File: src/rtl/ps2_button_mapper_if.sv
// Key-event and map-table write bus between the host logic and ps2_button_mapper.
interface ps2_button_mapper_if;
  logic [10:0] ps2_key;
  logic        map_wr;
  logic [4:0]  map_idx;
  logic [8:0]  map_code;
  logic        map_anyext;
  logic        map_valid;
  logic        key_hit;

  modport master (
    output ps2_key, map_wr, map_idx, map_code, map_anyext, map_valid,
    input  key_hit
  );

  modport slave (
    input  ps2_key, map_wr, map_idx, map_code, map_anyext, map_valid,
    output key_hit
  );
endinterface

File: src/rtl/ps2_button_mapper.sv
// Maps PS/2 key events onto button channels, merges joystick inputs and
// applies per-button autofire or coin-pulse stretching.
module ps2_button_mapper #(
  parameter int unsigned N_BTN    = 16,
  parameter int unsigned AF_DIV   = 100000,
  parameter int unsigned COIN_MIN = 200000
) (
  input  logic                 clk_sys,
  input  logic                 reset_n,
  ps2_button_mapper_if.slave   bus,
  input  logic [N_BTN-1:0]     joy,
  input  logic [N_BTN-1:0]     af_en,
  input  logic [N_BTN-1:0]     coin_mask,
  output logic [N_BTN-1:0]     btn_out
);

  localparam int unsigned AF_W   = $clog2(AF_DIV);
  localparam int unsigned COIN_W = $clog2(COIN_MIN + 1);
  localparam logic [AF_W-1:0]   AF_LAST   = AF_W'(AF_DIV - 1);
  // The rising-edge cycle itself counts toward the minimum pulse length.
  localparam logic [COIN_W-1:0] COIN_LOAD = COIN_W'(COIN_MIN - 1);

  typedef struct packed {
    logic       valid;
    logic       anyext;
    logic [8:0] code;
  } map_entry_t;

  map_entry_t         tbl_q [N_BTN];
  logic               armed_q;
  logic               tog_q;
  logic               key_hit_q;
  logic [N_BTN-1:0]   key_state_q;
  logic [N_BTN-1:0]   raw_q;
  logic [N_BTN-1:0]   stretch_q;
  logic [AF_W-1:0]    af_cnt_q;
  logic               af_phase_q;
  logic [COIN_W-1:0]  coin_cnt_q;

  logic               key_ev_c;
  logic [N_BTN-1:0]   match_c;
  logic [N_BTN-1:0]   raw_c;
  logic [N_BTN-1:0]   coin_rise_c;
  logic               coin_on_c;
  logic [N_BTN-1:0]   btn_d_c;

  assign bus.key_hit = key_hit_q;

  // Event detection and parallel table lookup against pre-write contents.
  always_comb begin
    key_ev_c = armed_q & (bus.ps2_key[10] ^ tog_q);
    match_c  = '0;
    for (int i = 0; i < N_BTN; i++) begin
      match_c[i] = tbl_q[i].valid
                 & (bus.ps2_key[7:0] == tbl_q[i].code[7:0])
                 & (tbl_q[i].anyext | (bus.ps2_key[8] == tbl_q[i].code[8]));
    end
  end

  // armed_q keeps the first post-reset sample of the toggle bit from firing.
  always_ff @(posedge clk_sys or negedge reset_n) begin
    if (!reset_n) begin
      armed_q <= 1'b0;
      tog_q   <= 1'b0;
    end else begin
      armed_q <= 1'b1;
      tog_q   <= bus.ps2_key[10];
    end
  end

  always_ff @(posedge clk_sys or negedge reset_n) begin
    if (!reset_n) begin
      for (int i = 0; i < N_BTN; i++) tbl_q[i] <= '0;
    end else if (bus.map_wr) begin
      for (int i = 0; i < N_BTN; i++) begin
        if (bus.map_idx == 5'(i)) begin
          tbl_q[i] <= '{valid: bus.map_valid, anyext: bus.map_anyext, code: bus.map_code};
        end
      end
    end
  end

  always_ff @(posedge clk_sys or negedge reset_n) begin
    if (!reset_n) begin
      key_state_q <= '0;
      key_hit_q   <= 1'b0;
    end else begin
      key_hit_q <= key_ev_c & (|match_c);
      if (key_ev_c) begin
        key_state_q <= (key_state_q & ~match_c) | (match_c & {N_BTN{bus.ps2_key[9]}});
      end
    end
  end

  assign raw_c       = key_state_q | joy;
  assign coin_rise_c = raw_c & ~raw_q & coin_mask;
  assign coin_on_c   = (coin_cnt_q != '0);

  always_ff @(posedge clk_sys or negedge reset_n) begin
    if (!reset_n) begin
      af_cnt_q   <= '0;
      af_phase_q <= 1'b1;
    end else if (af_cnt_q == AF_LAST) begin
      af_cnt_q   <= '0;
      af_phase_q <= ~af_phase_q;
    end else begin
      af_cnt_q <= af_cnt_q + AF_W'(1);
    end
  end

  // Shared coin timer: a new rising edge always reloads and adds its bit.
  always_ff @(posedge clk_sys or negedge reset_n) begin
    if (!reset_n) begin
      raw_q      <= '0;
      stretch_q  <= '0;
      coin_cnt_q <= '0;
    end else begin
      raw_q <= raw_c;
      if (|coin_rise_c) begin
        coin_cnt_q <= COIN_LOAD;
        stretch_q  <= stretch_q | coin_rise_c;
      end else if (coin_on_c) begin
        coin_cnt_q <= coin_cnt_q - COIN_W'(1);
      end else begin
        stretch_q <= '0;
      end
    end
  end

  always_comb begin
    btn_d_c = '0;
    for (int i = 0; i < N_BTN; i++) begin
      if (coin_mask[i])  btn_d_c[i] = raw_c[i] | (stretch_q[i] & coin_on_c);
      else if (af_en[i]) btn_d_c[i] = raw_c[i] & af_phase_q;
      else               btn_d_c[i] = raw_c[i];
    end
  end

  always_ff @(posedge clk_sys or negedge reset_n) begin
    if (!reset_n) btn_out <= '0;
    else          btn_out <= btn_d_c;
  end

endmodule

File: src/flat_wrapper.sv
// flat-port wrapper written by rule: the top's interface ports become plain ports
module ps2_button_mapper_flat 
#(
  parameter int unsigned N_BTN    = 16,
  parameter int unsigned AF_DIV   = 100000,
  parameter int unsigned COIN_MIN = 200000
)
  (clk_sys, reset_n, joy, af_en, coin_mask, btn_out, bus_ps2_key, bus_map_wr, bus_map_idx, bus_map_code, bus_map_anyext, bus_map_valid, bus_key_hit);
  ps2_button_mapper_if bus_i ();
  input  logic clk_sys;
  input  logic reset_n;
  input  logic [N_BTN-1:0] joy;
  input  logic [N_BTN-1:0] af_en;
  input  logic [N_BTN-1:0] coin_mask;
  output logic [N_BTN-1:0] btn_out;
  input wire logic [$bits(bus_i.ps2_key)-1:0] bus_ps2_key;
  input wire logic [$bits(bus_i.map_wr)-1:0] bus_map_wr;
  input wire logic [$bits(bus_i.map_idx)-1:0] bus_map_idx;
  input wire logic [$bits(bus_i.map_code)-1:0] bus_map_code;
  input wire logic [$bits(bus_i.map_anyext)-1:0] bus_map_anyext;
  input wire logic [$bits(bus_i.map_valid)-1:0] bus_map_valid;
  output wire logic [$bits(bus_i.key_hit)-1:0] bus_key_hit;
  assign bus_i.ps2_key = bus_ps2_key;
  assign bus_i.map_wr = bus_map_wr;
  assign bus_i.map_idx = bus_map_idx;
  assign bus_i.map_code = bus_map_code;
  assign bus_i.map_anyext = bus_map_anyext;
  assign bus_i.map_valid = bus_map_valid;
  assign bus_key_hit = bus_i.key_hit;
  ps2_button_mapper #(.N_BTN(N_BTN), .AF_DIV(AF_DIV), .COIN_MIN(COIN_MIN)) u_core (.clk_sys(clk_sys), .reset_n(reset_n), .bus(bus_i), .joy(joy), .af_en(af_en), .coin_mask(coin_mask), .btn_out(btn_out));
endmodule
File: config.mk
export PLATFORM = sky130hd
export DESIGN_NAME = ps2_button_mapper_flat
export DESIGN_NICKNAME = d
export VERILOG_FILES = /design/src/rtl/ps2_button_mapper_if.sv /design/src/rtl/ps2_button_mapper.sv /design/src/flat_wrapper.sv
export SDC_FILE = /design/constraint.sdc
export NUM_CORES = 1
export LEC_CHECK = 0
export CORE_MARGIN = 5
export CORE_UTILIZATION = 59
export CTS_CLUSTER_SIZE = 30
export DETAILED_ROUTE_END_ITERATION = 6
export PLACE_DENSITY = 0.83
export SYNTH_ARGS = -nofsm -noshare
export SYNTH_HDL_FRONTEND = slang
export SYNTH_SLANG_ARGS = --single-unit
File: constraint.sdc
create_clock -name clk_sys -period 2.68 [get_ports clk_sys]
set_input_delay 0.536 -clock clk_sys [delete_from_list [all_inputs] [get_ports clk_sys]]
set_output_delay 0.536 -clock clk_sys [all_outputs]
set_load 0.005 [all_outputs]
==> out/qor.csv <==
stage,metric,value,unit
run_status,status,"finished, violations left",
run_status,violations,negative hold slack,
die,start_util,59.5,%
logic_synthesis,synth-simple-area-share,9.59,%
global_route,overflow,0,
logic_synthesis,syn_nets,1144,
route,viasPerCell,5.83,
route,drtIter0Drc,494,
logic_synthesis,synth_cells,1064,
cts,ctsLongestPathBuffers,3,
logic_synthesis,synth-adder-area-share,0.194,%
logic_synthesis,synth_edf_count,0,
logic_synthesis,yosysSeqAreaShare,54.2,%
place,place_area,0.0146,mm²
critical_path,end_kind,register,
pwr,ir_drop,0.000636,V
critical_path,path_delay_family,simple AND/OR/NAND/NOR gates,
cts,path_clk_slew,0.06,ns
place,io_buffers,94,
layout,final_cell_mix,"278 x dfrtp_1, 192 x mux2_2, 157 x xnor2_1, 93 x clkdlybuf4s50_1, 71 x nor2_1",
layout,area_delta_synth_final,21.0,%
die,rows,54,
die,die_w,158,µm
layout,post-route-util,72.0,%
cts,cts_hold_buf,0,
logic_synthesis,synth_ff_type,dfrtp_1,
critical_path,path_class,register to register,
critical_path,crit_chain,or4b_1 > or4b_1 > nor4_1 > and3_1 > xnor2_1,
layout,mostFrequentLayoutCell,dfrtp_1,
cts,htree_levels,1,
logic_synthesis,synth.ff_latch_count,279,
timing,setup_viol,0,
global_route,grt_max_degree,87,
logic_synthesis,yosysUniqueCellTypes,46,
logic_synthesis,synthMuxAreaShare,16.9,%
critical_path,critPathMaxFanout,10,
die,die_h,158,µm
cts,post_cts_resized,0,
critical_path,required,3.13,ns
place,gp_congestion,0.873,
critical_path,cp.arrival,2.78,ns
timing,hold-worst-slack,-0.00781,ns
cts,clock_latency,0.54,ns
critical_path,r2r_end,u_core.af_phase_q$_DFFE_PN1N_,
timing,min_period,2.33,ns
logic_synthesis,synth-compound-area-share,4.34,%
route,dr.pass1.iters,5,
worst_hold_path,hp-class,input port to async pin,
flow_run,cap_violations,0,
critical_path,max_stage_delay,0.53,ns
logic_synthesis,synth_area_leaders,"dfrtp_1 54%, mux2_2 17%, xnor2_1 11%, nor2_1 2.1%, a21oi_1 1.3%",
cts,cts.sinks,279,
pwr,power.density,699,mW/mm²
critical_path,regToRegStartpoint,u_core.af_cnt_q[12]$_DFF_PN0_,
critical_path,critPathLaunchType,register,
critical_path,r2r_cells,5,
logic_synthesis,synth_area,0.0129,mm²
layout,num_antenna_cells,0,
global_route,grt_util_all_layers,25.0,%
die,num_io_pins,95,
route,drt-total-wl,30900,µm
cts,cts_made_buffers,29,
critical_path,slowest_stage,or4b_1,
layout,design_area,0.0156,mm²
route,antenna_left,0,
cts,tritoncts,built,
route,via_count,8745,
timing,tightest_slew,0.918,ns
route,drcViolationCount,0,
timing,fmax,0.429,GHz
global_route,grt_pass1_wl,48900,µm
timing,layout_worst_path_cycle_share,86.9,%
layout,drive_gt1_share,25.9,%
logic_synthesis,syn-mean-instance-area,12.1,µm²
route,wire_per_inst,20.6,µm
die,dieArea,0.0249,mm²
logic_synthesis,yosys.area.top_type,dfrtp_1,
logic_synthesis,synth_top_family_by_area,multiplexers,
timing,relSlewSlack,38.6,%
global_route,antenna_found_initial,0,
logic_synthesis,yosysTopAreaCellShare,54.0,%
critical_path,critical_path_buf_inv_count,0,
critical_path,r2r_setup_slack,0.35,ns
global_route,grt_pass1_vias,8981,
cts,post_cts_buffers,0,
timing,rsz0062_at_grt,false,
timing,finalClockSkew,0.0129,ns
layout,nets,1282,
logic_synthesis,synthArstFlopShare,100,%
die,core-area,0.0216,mm²
critical_path,cp_common_cell,or4b_1,
logic_synthesis,synth-xor-area-share,11.7,%
layout,nFillCells,1431,
logic_synthesis,synth_warnings,0,
cts,cts-root-buf,clkbuf_16,
place,dpl.hpwl,19700,µm
timing,hold_viol,5,
timing,drv_slew,0,
pwr,p_leak,6.70,nW
==> state kept, by name, summed over array words and instances, names as in the netlist, named ones only <==
register	cells
u_core.stretch_q	16
u_core.tbl_q	176
u_core.raw_q	16
u_core.tog_q	1
u_core.btn_out	16
u_core.af_phase_q	1
u_core.coin_cnt_q	18
u_core.af_cnt_q	17
u_core.bus.key_hit	1
u_core.armed_q	1
==> layer usage <==
layer,vias up,global-route usage [%],part of all wire (%)
li1,3920,-,-
met1,4454,34.0,43
met2,297,41.5,48
met3,74,4.46,6.8
met4,0,7.82,2.7
met5,-,0,0
==> area by class of cell <==
cell class | count | area [µm²] | share of cell area (%)
Clock buffer | 43 | 858 | 5.51
Clock inverter | 7 | 116 | 0.747
Inverter | 36 | 135 | 0.868
Multi-Input combinational cell | 692 | 5510 | 35.4
Sequential cell | 279 | 6980 | 44.8
Tap cell | 280 | 350 | 2.25
Timing Repair Buffer | 164 | 1620 | 10.4
==> worst reg2reg max path, stage by stage, from the launching register on <==
cell and delay, ns:
dfrtp_1 0.41, or4b_1 0.53, or4b_1 0.51, nor4_1 0.18, and3_1 0.45, xnor2_1 0.17
==> metrics by stage <==
step                      total power, mW  setup TNS [ns]  std cells  setup slack [ns]
after global placement               6.76         -0.0263       1451           -0.0263
final                                10.9               0       1501             0.350
after detailed placement             6.85          -0.170       1451            -0.114
after floorplan                      6.22               0       1064             0.447
after CTS                            10.9               0       1501             0.356
after global routing                 11.3               0       1501             0.231
==> synth_stat cells, types with 14 or more instances <==
| library cell | count |
|---|---|
| dfrtp_1 | 278 |
| nand3_1 | 31 |
| nand4_1 | 21 |
| xnor2_1 | 157 |
| o211ai_1 | 17 |
| nor2_1 | 71 |
| inv_1 | 35 |
| clkbuf_1 | 34 |
| xor2_1 | 15 |
| mux2_2 | 192 |
| nand2_1 | 44 |
| buf_2 | 14 |
| a21oi_1 | 33 |
| nor3_1 | 18 |
==> logic make-up after synthesis <==
family	count (synthesis)
flip-flops	279
AO/OA/AOI/OAI	80
adder cells (fa/ha/maj)	2
XOR/XNOR	172
buffers and inverters	93
other	1
AND/OR/NAND/NOR	244
multiplexers	193
==> worst max path at each step <==
stage / startpoint / to / slack [ns] / cells past startpoint
floorplan: joy[4] / u_core.stretch_q[13]$_DFFE_PN0P_ / 0.45 / 8
global placement: bus_ps2_key[8] / u_core.bus.key_hit$_DFF_PN0_ / -0.03 / 10
detailed placement: bus_ps2_key[8] / u_core.bus.key_hit$_DFF_PN0_ / -0.11 / 10
CTS: u_core.af_cnt_q[12]$_DFF_PN0_ / u_core.af_phase_q$_DFFE_PN1N_ / 0.36 / 5
global route: u_core.af_cnt_q[12]$_DFF_PN0_ / u_core.af_cnt_q[9]$_DFF_PN0_ / 0.23 / 5
finish: u_core.af_cnt_q[12]$_DFF_PN0_ / u_core.af_phase_q$_DFFE_PN1N_ / 0.35 / 5
==> report_power, final <==
group,switching [mW],internal [mW]
Clock,1.59,2.48
Combinational,0.682,0.983
Sequential,0.376,4.77
No activity file was read; power rests on OpenSTA's default activity.
